[src/rtl/servo_pkg.sv]
// Shared definitions for the multi-channel servo PWM block: register map,
// STATUS field layout and the pulse-width clamp.
package servo_pkg;

   localparam logic [3:0] REG_CTRL       = 4'd0;
   localparam logic [3:0] REG_PERIOD     = 4'd1;
   localparam logic [3:0] REG_STATUS     = 4'd2;
   localparam logic [3:0] REG_PULSE_BASE = 4'd4;

   localparam int STATUS_CNT_LSB  = 0;
   localparam int STATUS_CNT_W    = 16;
   localparam int STATUS_PEND_BIT = 16;

   // A frame shorter than two clocks would leave no cycle between wraps.
   localparam int MIN_PERIOD = 2;

   function automatic logic [31:0] clamp_pulse(input logic [31:0] val,
                                               input logic [31:0] lo,
                                               input logic [31:0] hi);
      if (val < lo) begin
         return lo;
      end else if (val > hi) begin
         return hi;
      end
      return val;
   endfunction

endpackage

[src/rtl/servo_pwm_channel.sv]
// One PWM channel: holds the active (frame-stable) pulse width and enable,
// and produces a registered output from the shared frame counter.
module servo_pwm_channel
   import servo_pkg::*;
#(
   parameter int CNT_W         = 32,
   parameter int PULSE_DEFAULT = 75000,
   parameter int MIN_PULSE     = 50000,
   parameter int MAX_PULSE     = 100000
) (
   input  logic             clk_i,
   input  logic             rst_i,
   input  logic [CNT_W-1:0] count_i,
   input  logic             load_i,
   input  logic             en_i,
   input  logic [CNT_W-1:0] pulse_i,
   output logic             pwm_o
);

   logic [CNT_W-1:0] active_pulse_q, active_pulse_d;
   logic             active_en_q, active_en_d;
   logic             pwm_q;

   // The stored register keeps the raw value; only the active copy is clamped.
   assign active_pulse_d = CNT_W'(clamp_pulse(32'(pulse_i), 32'(MIN_PULSE), 32'(MAX_PULSE)));
   assign active_en_d    = en_i;

   always_ff @(posedge clk_i) begin
      if (rst_i) begin
         active_pulse_q <= CNT_W'(PULSE_DEFAULT);
         active_en_q    <= 1'b0;
         pwm_q          <= 1'b0;
      end else begin
         if (load_i) begin
            active_pulse_q <= active_pulse_d;
            active_en_q    <= active_en_d;
         end
         pwm_q <= active_en_q && (count_i < active_pulse_q);
      end
   end

   assign pwm_o = pwm_q;

endmodule

[src/rtl/servo_pwm_multi.sv]
// Multi-channel servo PWM generator with an Avalon-MM register slave; all
// period/pulse/enable updates are shadowed and applied at frame boundaries.
module servo_pwm_multi
   import servo_pkg::*;
#(
   parameter int NUM_CH         = 4,
   parameter int CNT_W          = 32,
   parameter int PERIOD_DEFAULT = 1000000,
   parameter int PULSE_DEFAULT  = 75000,
   parameter int MIN_PULSE      = 50000,
   parameter int MAX_PULSE      = 100000
) (
   input  logic              clock_clk,
   input  logic              reset_reset,
   input  logic [3:0]        avs_address,
   input  logic              avs_write,
   input  logic [31:0]       avs_writedata,
   input  logic              avs_read,
   output logic [31:0]       avs_readdata,
   output logic [NUM_CH-1:0] pwm_out,
   output logic              frame_tick
);

   localparam logic [4:0] NUM_CH_5 = 5'(NUM_CH);

   logic [CNT_W-1:0]        count_q, count_d;
   logic [CNT_W-1:0]        period_q, period_d;
   logic [CNT_W-1:0]        active_period_q, active_period_d;
   logic [NUM_CH-1:0]       ctrl_q, ctrl_d;
   logic [CNT_W-1:0]        pulse_q [NUM_CH];
   logic [CNT_W-1:0]        pulse_d [NUM_CH];
   logic [STATUS_CNT_W-1:0] status_cnt_q, status_cnt_d;
   logic                    pending_q, pending_d;
   logic [31:0]             rdata_q, rdata_d;

   logic             boundary;
   logic [CNT_W-1:0] wdata;
   logic [3:0]       ch_off;
   logic             pulse_hit;

   assign boundary  = (count_q == active_period_q - CNT_W'(1));
   assign wdata     = avs_writedata[CNT_W-1:0];
   assign ch_off    = avs_address - REG_PULSE_BASE;
   assign pulse_hit = (avs_address >= REG_PULSE_BASE) && ({1'b0, ch_off} < NUM_CH_5);

   always_comb begin
      count_d         = boundary ? '0 : count_q + CNT_W'(1);
      active_period_d = boundary ? period_q : active_period_q;
      status_cnt_d    = boundary ? status_cnt_q + 16'd1 : status_cnt_q;
      pending_d       = boundary ? 1'b0 : pending_q;
      ctrl_d          = ctrl_q;
      period_d        = period_q;
      pulse_d         = pulse_q;
      rdata_d         = rdata_q;

      // A write landing on the boundary cycle wins over the pending clear,
      // so the flag stays set until the frame that actually uses it.
      if (avs_write) begin
         case (avs_address)
            REG_CTRL: begin
               ctrl_d    = avs_writedata[NUM_CH-1:0];
               pending_d = 1'b1;
            end
            REG_PERIOD: begin
               period_d  = (wdata < CNT_W'(MIN_PERIOD)) ? CNT_W'(MIN_PERIOD) : wdata;
               pending_d = 1'b1;
            end
            default: begin
               for (int i = 0; i < NUM_CH; i++) begin
                  if (pulse_hit && (ch_off == 4'(i))) begin
                     pulse_d[i] = wdata;
                     pending_d  = 1'b1;
                  end
               end
            end
         endcase
      end

      if (avs_read) begin
         rdata_d = '0;
         case (avs_address)
            REG_CTRL:   rdata_d = 32'(ctrl_q);
            REG_PERIOD: rdata_d = 32'(period_q);
            REG_STATUS: begin
               rdata_d[STATUS_CNT_LSB +: STATUS_CNT_W] = status_cnt_q;
               rdata_d[STATUS_PEND_BIT]                = pending_q;
            end
            default: begin
               for (int i = 0; i < NUM_CH; i++) begin
                  if (pulse_hit && (ch_off == 4'(i))) begin
                     rdata_d = 32'(pulse_q[i]);
                  end
               end
            end
         endcase
      end
   end

   always_ff @(posedge clock_clk) begin
      if (reset_reset) begin
         count_q         <= '0;
         period_q        <= CNT_W'(PERIOD_DEFAULT);
         active_period_q <= CNT_W'(PERIOD_DEFAULT);
         ctrl_q          <= '0;
         for (int i = 0; i < NUM_CH; i++) begin
            pulse_q[i] <= CNT_W'(PULSE_DEFAULT);
         end
         status_cnt_q    <= '0;
         pending_q       <= 1'b0;
         rdata_q         <= '0;
      end else begin
         count_q         <= count_d;
         period_q        <= period_d;
         active_period_q <= active_period_d;
         ctrl_q          <= ctrl_d;
         pulse_q         <= pulse_d;
         status_cnt_q    <= status_cnt_d;
         pending_q       <= pending_d;
         rdata_q         <= rdata_d;
      end
   end

   for (genvar g = 0; g < NUM_CH; g++) begin : g_ch
      servo_pwm_channel #(
         .CNT_W         (CNT_W),
         .PULSE_DEFAULT (PULSE_DEFAULT),
         .MIN_PULSE     (MIN_PULSE),
         .MAX_PULSE     (MAX_PULSE)
      ) u_ch (
         .clk_i   (clock_clk),
         .rst_i   (reset_reset),
         .count_i (count_q),
         .load_i  (boundary),
         .en_i    (ctrl_q[g]),
         .pulse_i (pulse_q[g]),
         .pwm_o   (pwm_out[g])
      );
   end

   assign avs_readdata = rdata_q;
   assign frame_tick   = boundary;

endmodule

[config.mk]
export PLATFORM = sky130hd
export DESIGN_NAME = servo_pwm_multi
export DESIGN_NICKNAME = d
export VERILOG_FILES = /design/src/rtl/servo_pkg.sv /design/src/rtl/servo_pwm_channel.sv /design/src/rtl/servo_pwm_multi.sv
export SDC_FILE = /design/constraint.sdc
export NUM_CORES = 1
export LEC_CHECK = 0
export ABC_AREA = 1
export BUFFER_PORTS_ARGS = -buffer_cell sky130_fd_sc_hd__buf_2
export CAP_MARGIN = 15
export CORE_UTILIZATION = 55
export DETAILED_ROUTE_END_ITERATION = 8
export GPL_TIMING_DRIVEN = 0
export PLACE_DENSITY_LB_ADDON = 0.12
export SETUP_SLACK_MARGIN = 0.1
export SLEW_MARGIN = 20
export SYNTH_ARGS = -nofsm -noshare
export SYNTH_HDL_FRONTEND = slang
export SYNTH_SLANG_ARGS = --single-unit
[constraint.sdc]
create_clock -name clock_clk -period 2.5 [get_ports clock_clk]
set_input_delay 0.375 -clock clock_clk [delete_from_list [all_inputs] [get_ports clock_clk]]
set_output_delay 0.375 -clock clock_clk [all_outputs]
set_load 0.02 [all_outputs]
==> impl_metrics.csv <==
group,metric,value,unit
floorplanning,start_util,56.2,%
global_route,use_met2,65.1,%
synth,ys_warn_count,0,
clocking,clock-sinks,413,
global_route,use_met1,52.1,%
placed_design,place_congestion,1.02,
global_route,gr-max-usage-layer,"met2",
worst_setup_path,crit_type,"register to output pin",
synth,syn_nets,3290,
synth,synth.largest_area_cell,"dfxtp_1",
worst_setup_path,crit_fanout,5,
drt,drt_iter0_markers,2687,
synth,synth_top_area_share,37.8,%
layout,num-fill-cells,3503,
drt,wl_per_cell,22.2,um
synth,synth_edf_count,0,
worst_hold_path,worstHoldStart,"avs_writedata[31]",
job,drv_cap,0,
drt,drtPass1Iterations,7,
synth,async_flop_share,0,%
clocking,cts_max_level,2,
clocking,cts-buffers-inserted,46,
clocking,clock_tree.buffer_depth,3,
drt,vias,23000,
worst_setup_path,worstSetupStartpoint,"active_period_q[0]",
pwr,power_frac_comb,6.6,%
pwr,p_seq_share,45.8,%
worst_setup_path,end_kind,"output pin",
global_route,grt_pass1_vias,21500,
timing,finalSetupViolations,222,
outcome,outcome,"finished with violations",
placed_design,dp_hpwl,66400,um
timing,layout_setup_ws,-0.817,ns
timing,fmax,0.301,GHz
drt,post-route-drc-count,0,
timing,worst_pin_slew,1.11,ns
drt,viasPerCell,5.97,
worst_setup_path,startpoint_type,"register",
drt,wl,85500,um
global_route,grt_max_degree,15,
global_route,grt_pass1_wl,128000,um
drt,ant_nets,0,
layout,ff_latch_area,0.00829,mm^2
timing,min_period,3.32,ns
worst_setup_path,r2r_start,"active_period_q[0]",
placed_design,post-place-ws,-1.18,ns
pwr,peakVddDrop,501,uV
synth,ys_ff_latch,413,
clocking,root_buffer,"clkbuf_16",
timing,slew_headroom,25.7,%
pwr,power.total,14.7,mW
floorplanning,core_area,0.0389,mm^2
clocking,ctsHoldBuffers,0,
pwr,leakage,11.2,nW
pwr,internal_power,11.0,mW
timing,rsz0062_at_grt,"yes",
floorplanning,num_rows,72,
layout,drive_gt1_share,11.0,%
synth,avgSynthCellArea,7.01,um^2
synth,synth_ff_type,"dfxtp_1",
worst_hold_path,hold_path_class,"input port to register",
timing,fin_skew,0.0196,ns
global_route,grtUsageMet3,9.46,%
global_route,grt_use_total,41.6,%
floorplanning,io_pins,77,
clocking,clk_pin_slew,0.07,ns
placed_design,portBuffers,76,
synth,netlist_instances,3123,
global_route,grt-ovfl-total,0,
floorplanning,dieHeight,202,um
pwr,cellPowerDensity,578,mW/mm^2
outcome,violations,"setup timing",
timing,period_share,133,%
layout,nNetsFinal,3463,
global_route,antenna_found_initial,3,
worst_setup_path,arrival,2.94,ns
synth,yosysUniqueCellTypes,49,
timing,finalHoldViolations,0,
pwr,power.switching,3.73,mW
layout,multi_input_area,0.0119,mm^2
synth,synthTopCellsByArea,"dfxtp_1 (38%), nand2_1 (9.7%), ha_1 (7.3%)",
clocking,clkLatencyLatePin,0.61,ns
worst_setup_path,required,2.12,ns
pwr,clkPwrFrac,47.5,%
timing,fin_tns_setup,-70.75,ns
floorplanning,die_w,202,um
synth,synth-seq-area-share,37.8,%
synth,syn_area,0.0219,mm^2
timing,maxSlewViolCount,0,
layout,syn_to_final_growth,16.6,%
clocking,cts_tree,"built",
floorplanning,die_area,0.0406,mm^2
pwr,switching_share,25.3,%
-- critical path, cell delays in order (launching register included) --
cell and delay [ns]:
dfxtp_4 0.37, inv_4 0.08, ha_4 0.17, nand2_4 0.09
nor2_4 0.24, nand2_4 0.13, o21ai_2 0.16, nand2_1 0.06
nand2_1 0.08, nand2_1 0.08, nor2_2 0.14, nand4_1 0.27
nor2_4 0.22, buf_8 0.13, buf_6 0.11
-- timing repair --
| item | CTS | global route |
|---|---|---|
| cloned | 1 | 0 |
| resized for setup | 150 | 51 |
| buffers inserted | 43 | 5 |
| setup endpoints to repair | 221 | 262 |
| pin swaps | 20 | 22 |
-- through the flow --
step           std cells  instance area [um^2]  hold WS, ns  utilization [%]
2_1_floorplan       3123                 21900        0.420                -
3_3_place_gp        3717                 22900        0.426             58.9
3_5_place_dp        3717                 22900        0.434             58.9
4_1_cts             3843                 25300        0.104             65.0
5_1_grt             3848                 25500        0.123             65.6
6_report            3849                 25500        0.116             65.6
-- Yosys cell counts, types with 8 or more instances --
master	n
dfxtp_1	413
or2_2	8
nand3_1	141
nor3_1	56
o211ai_1	32
clkbuf_1	103
ha_1	127
a31oi_1	21
xnor2_1	18
xor2_1	36
inv_1	410
o22ai_1	24
o2111ai_1	19
nand2_1	565
o21ai_0	227
nor4_1	14
a221oi_1	12
buf_4	16
nand4_1	124
buf_2	18
a211oi_1	9
a21oi_1	289
nor2_1	373
-- power by group through the flow --
| stage | Clock, mW | Combinational [mW] | Sequential [mW] |
|---|---|---|---|
| 2_1_floorplan | 0 | 0.469 | 6.90 |
| 3_3_place_gp | 0 | 0.889 | 6.89 |
| 3_5_place_dp | 0 | 0.899 | 6.89 |
| 4_1_cts | 7.00 | 0.936 | 6.75 |
| 5_1_grt | 7.25 | 1.04 | 6.75 |
| 6_report | 7.01 | 0.979 | 6.75 |
-- cell type report --
| class | instances | area share [%] |
|---|---|---|
| inverters | 413 | 6.09 |
| plain buffers | 141 | 3.24 |
| clock inverters | 17 | 0.838 |
| diodes | 1 | 0.00981 |
| multi-input cells | 2156 | 46.5 |
| well taps | 518 | 2.54 |
| repair buffers | 125 | 3.19 |
| clock buffers | 65 | 5.15 |
| flip-flops and latches | 413 | 32.5 |
-- cell usage in the layout, fill, tap and decap left out, types with 84 or more instances in the layout --
cell and instances:
nand2_1 548, inv_1 407, dfxtp_1 404, nor2_1 340, a21oi_1 287, o21ai_0 225
nand3_1 132, ha_1 126, nand4_1 124, clkbuf_1 98, buf_2 84
-- per-layer routing --
| layer | vias to the layer above | share of wire (%) |
|---|---|---|
| met3 | 290 | 10 |
| met4 | 4 | 6.9 |
| met5 | - | 0.036 |
| li1 | 10800 | - |
| met1 | 10600 | 40 |
| met2 | 1277 | 43 |
-- state kept, by name, indices dropped and copies added (netlist names), 16 cells and up --
signal	cells
g_ch.u_ch.active_pulse_q	128
pulse_q	128
active_period_q	32
avs_readdata	32
count_q	32
period_q	32
status_cnt_q	16
-- path summary, 6_finish.rpt --
path	to	slack (ns)	cells after the start
worst max-delay path	frame_tick	-0.82	14
worst min-delay path	pulse_q[31]	0.12	3
worst max register to register	g_ch[1].u_ch.active_pulse_q[15]	-0.70	27
worst min register to register	g_ch[2].u_ch.active_pulse_q[24]	0.44	2
-- logic make-up (layout without fill, tap and decap cells) --
group | after synthesis | after routing | synth area share, %
XOR/XNOR | 56 | 56 | 2.37
flip-flops | 413 | 413 | 37.8
adder cells (fa/ha/maj) | 127 | 127 | 7.26
AO/OA/AOI/OAI | 656 | 656 | 16.6
other | 0 | 1 | 0
buffers and inverters | 554 | 761 | 9.95
AND/OR/NAND/NOR | 1317 | 1317 | 26.1
(Power assumes the default switching activity.)
